<file path="config.mk">
export PLATFORM = sky130hd
export DESIGN_NAME = axis_block_detector
export DESIGN_NICKNAME = d
export VERILOG_FILES = /design/src/rtl/axis_block_detector_pkg.sv /design/src/rtl/axis_block_channel.sv /design/src/rtl/axis_block_detector.sv
export SDC_FILE = /design/constraint.sdc
export NUM_CORES = 1
export LEC_CHECK = 0
export BUFFER_PORTS_ARGS = -buffer_cell sky130_fd_sc_hd__buf_4
export CORE_ASPECT_RATIO = 1.75
export CORE_MARGIN = 3
export CORE_UTILIZATION = 45
export DETAILED_ROUTE_END_ITERATION = 8
export GPL_ROUTABILITY_DRIVEN = 0
export PLACE_DENSITY = 0.69
export SLEW_MARGIN = 20
export SYNTH_ARGS = -nofsm -noshare
export SYNTH_HDL_FRONTEND = slang
export SYNTH_SLANG_ARGS = --single-unit
</file>
<file path="constraint.sdc">
create_clock -name clock -period 5.2 [get_ports clock]
set_input_delay 0.26 -clock clock [delete_from_list [all_inputs] [get_ports clock]]
set_output_delay 0.26 -clock clock [all_outputs]
set_load 0.005 [all_outputs]
</file>
<file path="src/rtl/axis_block_detector_pkg.sv">
// Shared types and helpers for the AXI-Stream block detector slice.
// Holds the channel state encoding, stall-direction constants and the saturating increment.
package axis_block_pkg;

  typedef enum logic [1:0] {
    RUN,
    STALL,
    BLOCKED
  } state_t;

  localparam logic DIR_PRODUCER = 1'b1;
  localparam logic DIR_CONSUMER = 1'b0;

  localparam int SAT_W = 32;

  // Increment that sticks at max_val instead of wrapping.
  function automatic logic [SAT_W-1:0] saturating_inc(input logic [SAT_W-1:0] cnt,
                                                      input logic [SAT_W-1:0] max_val);
    return (cnt >= max_val) ? max_val : cnt + 32'd1;
  endfunction

endpackage

</file>
<file path="src/rtl/axis_block_channel.sv">
// One monitored AXI-Stream port: stall FSM, consecutive-stall counter and peak register.
// Exposes both the registered block flag and its next-state value for the top-level OR.
module axis_block_channel
  import axis_block_pkg::*;
#(
  parameter int   CNT_W        = 16,
  parameter int   STALL_THRESH = 1024,
  parameter logic DIR          = DIR_PRODUCER
) (
  input  logic             clock,
  input  logic             reset_n,
  input  logic             enable,
  input  logic             clear_stats,
  input  logic             tvalid,
  input  logic             tready,
  output logic             block,
  output logic             block_next,
  output logic [CNT_W-1:0] peak
);

  localparam logic [SAT_W-1:0] CNT_MAX = {SAT_W{1'b1}} >> (SAT_W - CNT_W);
  localparam logic [CNT_W-1:0] THRESH  = CNT_W'(STALL_THRESH);

  state_t           state, state_nx;
  logic [CNT_W-1:0] cnt, cnt_nx, cnt_inc, peak_nx;
  logic             stall;

  // Producer stalls on back-pressure, consumer stalls on starvation.
  assign stall   = (DIR == DIR_PRODUCER) ? (tvalid & ~tready) : (tready & ~tvalid);
  assign cnt_inc = CNT_W'(saturating_inc(SAT_W'(cnt), CNT_MAX));

  // NOTE: every always_comb output gets a default first so no path can infer a latch.
  always_comb begin
    state_nx = RUN;
    cnt_nx   = '0;
    if (enable && stall) begin
      unique case (state)
        RUN: begin
          cnt_nx   = CNT_W'(1);
          state_nx = (STALL_THRESH == 1) ? BLOCKED : STALL;
        end
        STALL: begin
          cnt_nx   = cnt_inc;
          state_nx = (cnt_inc == THRESH) ? BLOCKED : STALL;
        end
        BLOCKED: begin
          cnt_nx   = cnt_inc;
          state_nx = BLOCKED;
        end
        default: begin
          cnt_nx   = '0;
          state_nx = RUN;
        end
      endcase
    end
  end

  assign block_next = (state_nx == BLOCKED);

  // Clear takes priority over a same-cycle peak update.
  always_comb begin
    peak_nx = peak;
    if (clear_stats)       peak_nx = '0;
    else if (cnt_nx > peak) peak_nx = cnt_nx;
  end

  // NOTE: sequential state uses non-blocking assignments so all flops update together.
  always_ff @(posedge clock or negedge reset_n) begin
    if (!reset_n) begin
      state <= RUN;
      cnt   <= '0;
      block <= 1'b0;
      peak  <= '0;
    end else begin
      state <= state_nx;
      cnt   <= cnt_nx;
      block <= block_next;
      peak  <= peak_nx;
    end
  end

endmodule

</file>
<file path="src/rtl/axis_block_detector.sv">
// Per-channel AXI-Stream block flags for the deadlock monitors, plus peak-stall statistics.
// The top only replicates channels, registers the OR of the flags and packs the peaks.
module axis_block_detector
  import axis_block_pkg::*;
#(
  parameter int                NUM_CH       = 2,
  parameter int                CNT_W        = 16,
  parameter int                STALL_THRESH = 1024,
  parameter logic [NUM_CH-1:0] DIR_MASK     = 2'b10
) (
  input  logic                    clock,
  input  logic                    reset_n,
  input  logic                    enable,
  input  logic                    clear_stats,
  input  logic [NUM_CH-1:0]       tvalid,
  input  logic [NUM_CH-1:0]       tready,
  output logic [NUM_CH-1:0]       axis_block_sigs,
  output logic                    block_any,
  output logic [NUM_CH*CNT_W-1:0] peak_stall
);

  logic [NUM_CH-1:0] block_next;

  for (genvar i = 0; i < NUM_CH; i++) begin : g_ch
    axis_block_channel #(
      .CNT_W        (CNT_W),
      .STALL_THRESH (STALL_THRESH),
      .DIR          (DIR_MASK[i])
    ) u_ch (
      .clock       (clock),
      .reset_n     (reset_n),
      .enable      (enable),
      .clear_stats (clear_stats),
      .tvalid      (tvalid[i]),
      .tready      (tready[i]),
      .block       (axis_block_sigs[i]),
      .block_next  (block_next[i]),
      .peak        (peak_stall[i*CNT_W +: CNT_W])
    );
  end

  // Built from next-state flags so it lines up with axis_block_sigs.
  always_ff @(posedge clock or negedge reset_n) begin
    if (!reset_n) block_any <= 1'b0;
    else          block_any <= |block_next;
  end

endmodule

</file>
==> results of run 1 <==
kinds of logic after synthesis:
family	after synthesis	synth area share, %
xor+xnor	14	2.691
compound gates	118	16.28
fa+ha+maj	40	10.98
simple gates	179	20.29
mux	20	4.503
flops	71	38.99
buf+inv	71	6.260
Yosys cell counts, drive strengths merged (3+ instances only):
cell | number | area (um2)
nand3 | 23 | 115.1
mux2i | 16 | 160.2
mux2 | 4 | 45.04
clkbuf | 13 | 48.80
nor3 | 19 | 100.1
buf | 9 | 52.55
a31oi | 4 | 25.02
a211oi | 4 | 35.03
nand4 | 19 | 118.9
a21oi | 47 | 235.2
o21ai | 30 | 150.1
nor2 | 25 | 93.84
nor2b | 5 | 31.28
nand2b | 3 | 18.77
dfrtp | 71 | 1777
or4 | 3 | 22.52
ha | 40 | 500.5
xnor2 | 9 | 78.83
o21a | 6 | 45.04
and3 | 8 | 50.05
inv | 49 | 183.9
and4 | 4 | 35.03
nand3b | 4 | 30.03
xor2 | 5 | 43.79
and2 | 5 | 31.28
nor4 | 3 | 25.02
nand2 | 50 | 190.2
o31ai | 5 | 42.54
power by group through the flow:
stage                     clock network, mW  registers, mW  logic [mW]
after floorplan                           0          0.566      0.0265
after global routing                  0.697          0.556      0.0547
after CTS                             0.672          0.556      0.0496
after detailed placement                  0          0.566      0.0494
final                                 0.660          0.556      0.0481
after global placement                    0          0.566      0.0485
routing by layer:
layer / GRT usage (%) / up-vias
li1: - / 1907
met1: 21.64 / 1904
met2: 39.32 / 107
met3: 3.446 / 46
met4: 13.92 / 0
met5: 0 / -
metrics by stage:
step,utilization (%),total power [mW]
3_5_place_dp,50.25,0.6153
5_1_grt,53.54,1.308
3_3_place_gp,50.25,0.6142
6_report,53.54,1.264
4_1_cts,53.54,1.278
2_1_floorplan,-,0.5921
registers in the layout, indices dropped and copies added (netlist names):
name	cells
g_ch.u_ch.state	4
g_ch.u_ch.peak	32
g_ch.u_ch.cnt	32
block_any	1
g_ch.u_ch.block	2
layout make-up:
type                    instances  area (um2)  area share, %
flip-flops and latches         71        1777          33.69
multi-input cells             371        2495          47.31
clock buffers                  11       242.7          4.603
clock inverters                 5       81.33          1.542
repair buffers                 45       337.8          6.406
inverters                      49       183.9          3.488
well taps                     125       156.4          2.966
worst max-delay path: stages, from the launching register on:
cell     delay [ps]
dfrtp_1         430
nand4_1         450
or4_1           880
nand2_1         140
a21oi_1          70
nor3_1          270
inv_1            80
ha_1            190
nor2b_1         110
o21a_1          120
o21a_1          110
o21ai_0          90
a21oi_1         150
o31a_1          610
buf_4           260
mux2i_1         220
worst paths after layout:
check | slack [ps] | end | depth (start not counted)
worst max register to register | 930 | g_ch[0].u_ch.peak[14]$_DFFE_PN0P_ | 15
max in group asynchronous | 4570 | g_ch[0].u_ch.peak[6]$_DFFE_PN0P_ | 1
worst min-delay path | 50 | g_ch[0].u_ch.state[1]$_DFF_PN0_ | 1
min in group clock | 280 | g_ch[1].u_ch.state[1]$_DFF_PN0_ | 3
worst max-delay path | 930 | g_ch[0].u_ch.peak[14]$_DFFE_PN0P_ | 15
worst min register to register | 550 | g_ch[0].u_ch.peak[15]$_DFFE_PN0P_ | 2
==> results.yml, run 1 <==
run_status:
  outcome: "finished, final reports clean"
sta:
  rsz0062_at_grt: "no"
  fmax_ghz: 0.2344
  tightest_slew_ps: 887.1
  slew_viol_final: 0
  fin_crit_ps: 4266
  holdWs_ps: 45.36
  clock_skew_ps: 6.641
  setup-tns-final_ps: 0
  min_period_over_period_pct: 82.04
  finalHoldViolations: 0
  worst_slack_ps: 933.9
  setup_viol_count_final: 0
  relSlewSlack_pct: 40.86
floorplanning:
  die-height_um: 139.1
  design.die.area_um2: 11420
  ios: 43
  die_x_um: 82.07
  rows: 48
  start_util_pct: 46.27
  coreArea_um2: 9849
power_and_ir_drop:
  p_int_mw: 1.001
  p_sw_share_pct: 20.86
  power_switching_mw: 0.2638
  cellLeakagePower_nw: 2.289
  power.density_nw_per_um2: 239.7
  max-vdd-ir-drop_mv: 0.2240
  combinationalPowerShare_pct: 3.8
  clockPowerShare_pct: 52.2
  p_seq_share_pct: 44.0
clock_tree:
  cts_buffers: 9
  clk_latency_ps: 330
  post-cts-setup-buffers: 0
  tritoncts: "built"
  clk_pin_slew_ps: 60
  holdBufCountCts: 0
  cts_sinks: 71
  ctsLongestPathBuffers: 2
  cts_root_buf: "clkbuf_16"
  postCtsResizedCells: 0
  htreeDepth: 3
synthesis:
  seq_area_frac_synth_pct: 38.99
  syn_area_per_cell_um2: 8.883
  async_flop_share_pct: 100.0
  syn_inst: 513
  ys_seq_elements: 71
  ys.warnings.count: 0
  synth_cell_types: 56
  synth_ff_type: "dfrtp_1"
  syn_nets: 561
  synth_edf_count: 0
  syn_area_um2: 4557
route:
  wire_per_inst_um: 17.29
  drt_first_pass_iters: 4
  ant_nets: 0
  routed_via_density: 5.855
  route.met2.wl_um: 6638
  drt-total-wl_um: 11700
  met3_length_um: 346
  wl_met1_um: 4051
  post-route-drc-count: 0
  vias: 3964
  drt_iter0_drc: 343
  routed.top_layer: "met4"
place:
  place_inst: 661
  numPortBuffers: 42
  placed_area_um2: 4950
  hpwl_um: 9054
  pre_cts_ws_ps: 970.8
worst_setup_path:
  arrival_ps: 4510
  cp-start-kind: "register"
  endpoint_kind: "register"
  crit_type: "register to register"
  required_ps: 5450
  critical_path.max_fanout: 13
  r2r_start: "g_ch[0].u_ch.cnt[4]$_DFF_PN0_"
  critPathLaunch: "g_ch[0].u_ch.cnt[4]$_DFF_PN0_"
cells_and_area:
  mostFrequentLayoutCells: "dfrtp_1 (71), inv_1 (49), nand2_1 (49)"
  fillers: 912
  fin_area_um2: 5274
  layout-drive-gt1-share_pct: 13.59
  insertedDiodeCount: 0
  syn_to_final_growth_pct: 15.73
  layout_commonest_cell: "dfrtp_1"
  instances_no_fill: 677
  final_nets: 595
global_route:
  grt_max_degree: 72
  antenna_found_initial: 0
  grt_pass1_vias: 4052
  grtUsageTotal_pct: 21.66
  grt_pass1_wl_um: 18890
  grt-ovfl-total: 0
job:
  maxCapViolations: 0
worst_hold_path:
  min_path_type: "primary input to asynchronous set/reset pin"
Note: power is estimated with default switching activity, not from simulation.
==> run 2: changes to the inputs <==
- clock period: 5.2 -> 4.1 ns (I/O delays scaled with it)
==> run 2 against run 1 <==
Net effect: the run now ends with hold timing left; final cell count up 2.1%; cell area increased by 2.3%; clock power is 23% higher; clock skew down 1.2 ps; register-to-register slack got worse by 620 ps; critical path depth down 2; maximum frequency grew 13%; worst setup slack got worse by 620 ps; power grew 25%; die area did not move; sequential cell count unchanged.
==> results.yml, run 2 (synthesized netlist as in run 1, its figures left out) <==
run_status:
  outcome: "complete, but fails checks"
  violations: "hold timing"
clock_tree:
  ctsLongestPathBuffers: 2
  htreeDepth: 3
  cts_buffers: 9
  post-cts-setup-buffers: 0
  clk_pin_slew_ps: 50
  postCtsResizedCells: 0
  tritoncts: "built"
  cts_sinks: 71
  holdBufCountCts: 0
  cts_root_buf: "clkbuf_16"
  clk_latency_ps: 340
cells_and_area:
  final_nets: 609
  post-route-util_pct: 54.76
  fin_area_um2: 5394
  regArea_um2: 1777
  syn_to_final_growth_pct: 18.37
  insertedDiodeCount: 0
  layout_commonest_cell: "dfrtp_1"
  instances_no_fill: 691
  layout-drive-gt1-share_pct: 16.78
  multi_input_area_um2: 2520
  largestRegisters: "g_ch.u_ch.cnt: 32 flops, g_ch.u_ch.peak: 32 flops, g_ch.u_ch.state: 4 flops"
  fillers: 925
  mostFrequentLayoutCells: "dfrtp_1 (71), buf_4 (59), inv_1 (49), nand2_1 (49), a21oi_1 (46)"
place:
  pre_cts_ws_ps: 136.7
  numPortBuffers: 42
  hpwl_um: 9114
  placed_area_um2: 5055
  place_inst: 675
sta:
  setup_viol_count_final: 0
  fmax_ghz: 0.2638
  setup-tns-final_ps: 0
  finalHoldViolations: 8
  slew_viol_final: 0
  worst_slack_ps: 309.4
  relSlewSlack_pct: 40.56
  holdWs_ps: -9.339
  clock_skew_ps: 5.401
  min_period_over_period_pct: 92.45
  fin_crit_ps: 3791
  rsz0062_at_grt: "no"
  tightest_slew_ps: 891.5
global_route:
  grt_pass1_vias: 4157
  antenna_found_initial: 0
  grtUsageTotal_pct: 21.73
  grt_pass1_wl_um: 19090
  grt-ovfl-total: 0
  grt_max_degree: 72
worst_setup_path:
  critical_path.max_fanout: 17
  critPathLaunch: "g_ch[1].u_ch.cnt[1]$_DFF_PN0_"
  cp_cell_sequence: "ha_1, nand4_1, nor3_2, nand3_1, mux2i_1, nor2_1, ha_1, nand4_1, or3_1, or2_2, or3_4, a211oi_1, a41o_1"
  r2r_start: "g_ch[1].u_ch.cnt[1]$_DFF_PN0_"
  cp-start-kind: "register"
  reg2reg_depth: 13
  crit_slowest_cell: "or3_4"
  endpoint_kind: "register"
  slowest_delay_ps: 500
  rrSetupSlack_ps: 310
  crit_type: "register to register"
  required_ps: 4380
  arrival_ps: 4070
route:
  drt-total-wl_um: 11790
  drt_first_pass_iters: 4
  vias: 3999
  ant_nets: 0
  wire_per_inst_um: 17.06
  post-route-drc-count: 0
  routed_via_density: 5.787
  drt_iter0_drc: 175
job:
  maxCapViolations: 0
power_and_ir_drop:
  power_mw: 1.584
  cellLeakagePower_nw: 2.350
  power.density_nw_per_um2: 293.6
  max-vdd-ir-drop_mv: 0.2653
floorplanning:
  ios: 43
  rows: 48
  die_x_um: 82.07
  start_util_pct: 46.27
  die-height_um: 139.1
  coreArea_um2: 9849
  design.die.area_um2: 11420
worst_hold_path:
  min_path_type: "primary input to asynchronous set/reset pin"
## run 2: worst paths after layout
kind / endpoint
worst max-delay path: g_ch[1].u_ch.peak[14]$_DFFE_PN0P_
worst min-delay path: g_ch[0].u_ch.peak[10]$_DFFE_PN0P_
worst max register to register: g_ch[1].u_ch.peak[14]$_DFFE_PN0P_
worst min register to register: g_ch[0].u_ch.peak[13]$_DFFE_PN0P_
max in group asynchronous: g_ch[1].u_ch.cnt[6]$_DFF_PN0_
min in group clock: g_ch[1].u_ch.state[1]$_DFF_PN0_
## run 2: cell type report
type	instances	share of cell area, %
Inverter	49	3.410
Sequential cell	71	32.94
Multi-Input combinational cell	371	46.72
Clock inverter	6	1.577
Clock buffer	10	4.245
Timing Repair Buffer	59	8.212
Tap cell	125	2.900
## run 2: per-layer routing
layer	global-route usage, %	up-vias	wire (um)
li1	-	1930	-
met1	21.46	1942	4322
met2	40.00	84	6519
met3	3.901	43	322
met4	12.78	0	626
met5	0	-	0
## run 2: report_power, final
group	switching (mW)	total (mW)	internal [mW]
registers	0.00238	0.706	0.703
logic	0.0454	0.0658	0.0204
clock network	0.283	0.813	0.529
total	0.331	1.58	1.25
## run 2: worst max-delay path, delay by kind of cell, from the launching register on
kind,cells,cell delay [ps]
AND/OR/NAND/NOR,8,2120
adder cells (fa/ha/maj),2,630
multiplexers,1,160
flip-flops,1,430
AO/OA/AOI/OAI,2,380
==> run 3: changes to the inputs <==
- ABC_AREA: unset -> 1
==> run 3 against run 2 <==
Net effect: power increased by 2.8%; sequential cell count did not move; highest routed layer unchanged; register-to-register slack better by 140 ps; die area rose by 1.8%; synthesized cell count is 20% higher; the run still ends with hold timing left; via count grew 6.3%; critical path depth down 1; area after synthesis rose by 1.9%; sequential power about the same; maximum frequency increased by 3.9%; count of clock-buffer cells in the layout is 3 higher; final cell count is 15% higher.
==> results.yml, run 3 <==
run_status:
  outcome: "complete, but fails checks"
  violations: "hold timing"
cells_and_area:
  largestRegisters: "g_ch.u_ch.cnt: 32 flops, g_ch.u_ch.peak: 32 flops, g_ch.u_ch.state: 4 flops"
  instances_no_fill: 792
  layout-drive-gt1-share_pct: 14.99
  syn_to_final_growth_pct: 16.25
  post-route-util_pct: 54.13
  final_nets: 710
  mostFrequentLayoutCells: "nand2_1 (153), inv_1 (99), dfrtp_1 (71)"
  layout_commonest_cell: "nand2_1"
  insertedDiodeCount: 0
  fillers: 947
  fin_area_um2: 5396
global_route:
  grt_pass1_vias: 4315
  grt_pass1_wl_um: 19490
  grt_max_degree: 72
  antenna_found_initial: 0
  grtUsageTotal_pct: 22.03
  grt-ovfl-total: 0
route:
  wl_met1_um: 4111
  post-route-drc-count: 0
  drt_iter0_drc: 208
  routed.top_layer: "met4"
  routed_via_density: 5.367
  ant_nets: 0
  drt_first_pass_iters: 4
  route.met2.wl_um: 6545
  met3_length_um: 461
  vias: 4251
  wire_per_inst_um: 14.89
  drt-total-wl_um: 11800
floorplanning:
  ios: 43
  coreArea_um2: 9970
  rows: 48
  die_x_um: 82.78
  design.die.area_um2: 11620
  die-height_um: 140.4
  start_util_pct: 46.56
clock_tree:
  ctsLongestPathBuffers: 2
  holdBufCountCts: 0
  tritoncts: "built"
  cts_sinks: 71
  htreeDepth: 3
  clk_latency_ps: 340
  clk_pin_slew_ps: 60
  cts_buffers: 9
  cts_root_buf: "clkbuf_16"
sta:
  setup_viol_count_final: 0
  finalHoldViolations: 15
  holdWs_ps: -8.616
  slew_viol_final: 0
  rsz0062_at_grt: "no"
  tightest_slew_ps: 922.7
  fin_crit_ps: 3649
  worst_slack_ps: 451.5
  min_period_over_period_pct: 88.99
  relSlewSlack_pct: 38.49
  fmax_ghz: 0.2741
  setup-tns-final_ps: 0
  clock_skew_ps: 4.314
worst_setup_path:
  rrSetupSlack_ps: 450
  arrival_ps: 3870
  critical_path.max_fanout: 17
  reg2reg_depth: 12
  r2r_start: "g_ch[0].u_ch.state[1]$_DFF_PN0_"
  required_ps: 4320
  endpoint_kind: "register"
  cp-start-kind: "register"
  timing.rr.end: "g_ch[0].u_ch.peak[8]$_DFFE_PN0P_"
  crit_type: "register to register"
place:
  pre_cts_ws_ps: 322.6
  hpwl_um: 9025
  place_inst: 776
  numPortBuffers: 42
  placed_area_um2: 5069
synthesis:
  yosysTopAreaCell: "dfrtp_1"
  synth_cell_types: 36
  synth_ff_type: "dfrtp_1"
  synth_area_leaders: "dfrtp_1 (38%), nand2_1 (12%), ha_1 (11%)"
  synth_common_cells: "nand2_1 (153), inv_1 (99), dfrtp_1 (71)"
  ys.warnings.count: 0
  syn_nets: 665
  synth.most_common_cell: "nand2_1"
  ys_seq_elements: 71
  yosys.area.top_type_share_pct: 38.27
  synth_edf_count: 0
  syn_inst: 617
  syn_area_um2: 4642
  async_flop_share_pct: 100.0
  seq_area_frac_synth_pct: 38.27
  syn_area_per_cell_um2: 7.523
power_and_ir_drop:
  power_mw: 1.629
  cellLeakagePower_nw: 2.755
  max-vdd-ir-drop_mv: 0.2047
  power.density_nw_per_um2: 301.8
job:
  maxCapViolations: 0
worst_hold_path:
  min_path_type: "primary input to asynchronous set/reset pin"
run 3: cell count changes in the layout (fill, tap and decap cells not counted), moves of 9 or more:
| cell | change |
|---|---|
| nand2_2 | +11 |
| nor2_4 | +10 |
| nand3_1 | +27 |
| nor2_1 | +32 |
| mux2i_1 | -16 |
| nor2_2 | +9 |
| nand2_1 | +104 |
| nor3_1 | -10 |
| o21ai_0 | -9 |
| inv_1 | +50 |
| a21oi_1 | -24 |
| buf_4 | -16 |
| nand4_1 | -9 |
run 3: final cells by class:
type / instances / area, um2 / area share (%)
clock buffers: 13 / 260.3 / 4.823
repair buffers: 43 / 322.8 / 5.982
flip-flops and latches: 71 / 1777 / 32.92
clock inverters: 3 / 65.06 / 1.206
multi-input cells: 435 / 2432 / 45.07
well taps: 125 / 156.4 / 2.898
inverters: 102 / 382.9 / 7.095
run 3: worst max path at each step:
stage                     slack [ps]                           endpoint  cells after the start                             from
after floorplan                 1330  g_ch[0].u_ch.peak[10]$_DFFE_PN0P_                     17    g_ch[0].u_ch.cnt[1]$_DFF_PN0_
after global placement           410  g_ch[1].u_ch.peak[12]$_DFFE_PN0P_                     17  g_ch[1].u_ch.state[0]$_DFF_PN0_
after detailed placement         320  g_ch[1].u_ch.peak[15]$_DFFE_PN0P_                     17  g_ch[1].u_ch.state[1]$_DFF_PN0_
after CTS                        290  g_ch[1].u_ch.peak[15]$_DFFE_PN0P_                     17  g_ch[1].u_ch.state[1]$_DFF_PN0_
after global routing             180   g_ch[1].u_ch.peak[7]$_DFFE_PN0P_                     17  g_ch[1].u_ch.state[1]$_DFF_PN0_
final                            450   g_ch[0].u_ch.peak[8]$_DFFE_PN0P_                     12  g_ch[0].u_ch.state[1]$_DFF_PN0_
run 3: repair_timing:
item                                    4_1_cts  5_1_grt
setup buffers                                 0        0
endpoints found under the setup margin        0       16
gates resized for setup                       0        1
run 3: metal layers:
layer  GRT usage, %  vias to the layer above
met5              0                        -
met1          21.19                     2016
met2          40.23                      134
li1               -                     2059
met4          13.95                        0
met3          4.698                       42
run 3: kinds of logic after synthesis:
logic type,Yosys count,share of synthesized area [%]
and+or+nand+nor,322,32.32
DFF,71,38.27
buffers and inverters,111,9.380
xor gates and xnor gates,5,0.9436
AOI/OAI and AO/OA,68,8.302
adders and majority gates,40,10.78
run 3: report_power, final:
group,internal [mW],switching (mW)
Sequential,0.703,0.00237
Combinational,0.0146,0.0458
Clock,0.565,0.297
run 3: critical path, cell delays in order, from the launching register on:
cell and delay, ps:
dfrtp_1 370, inv_1 80, ha_1 310, nand3_1 400, nor3_1 540, ha_1 320
nand4_1 120, o221ai_1 250, o21ai_2 720, nor2_2 30, buf_4 220, nand2_1 80
nand2_1 60
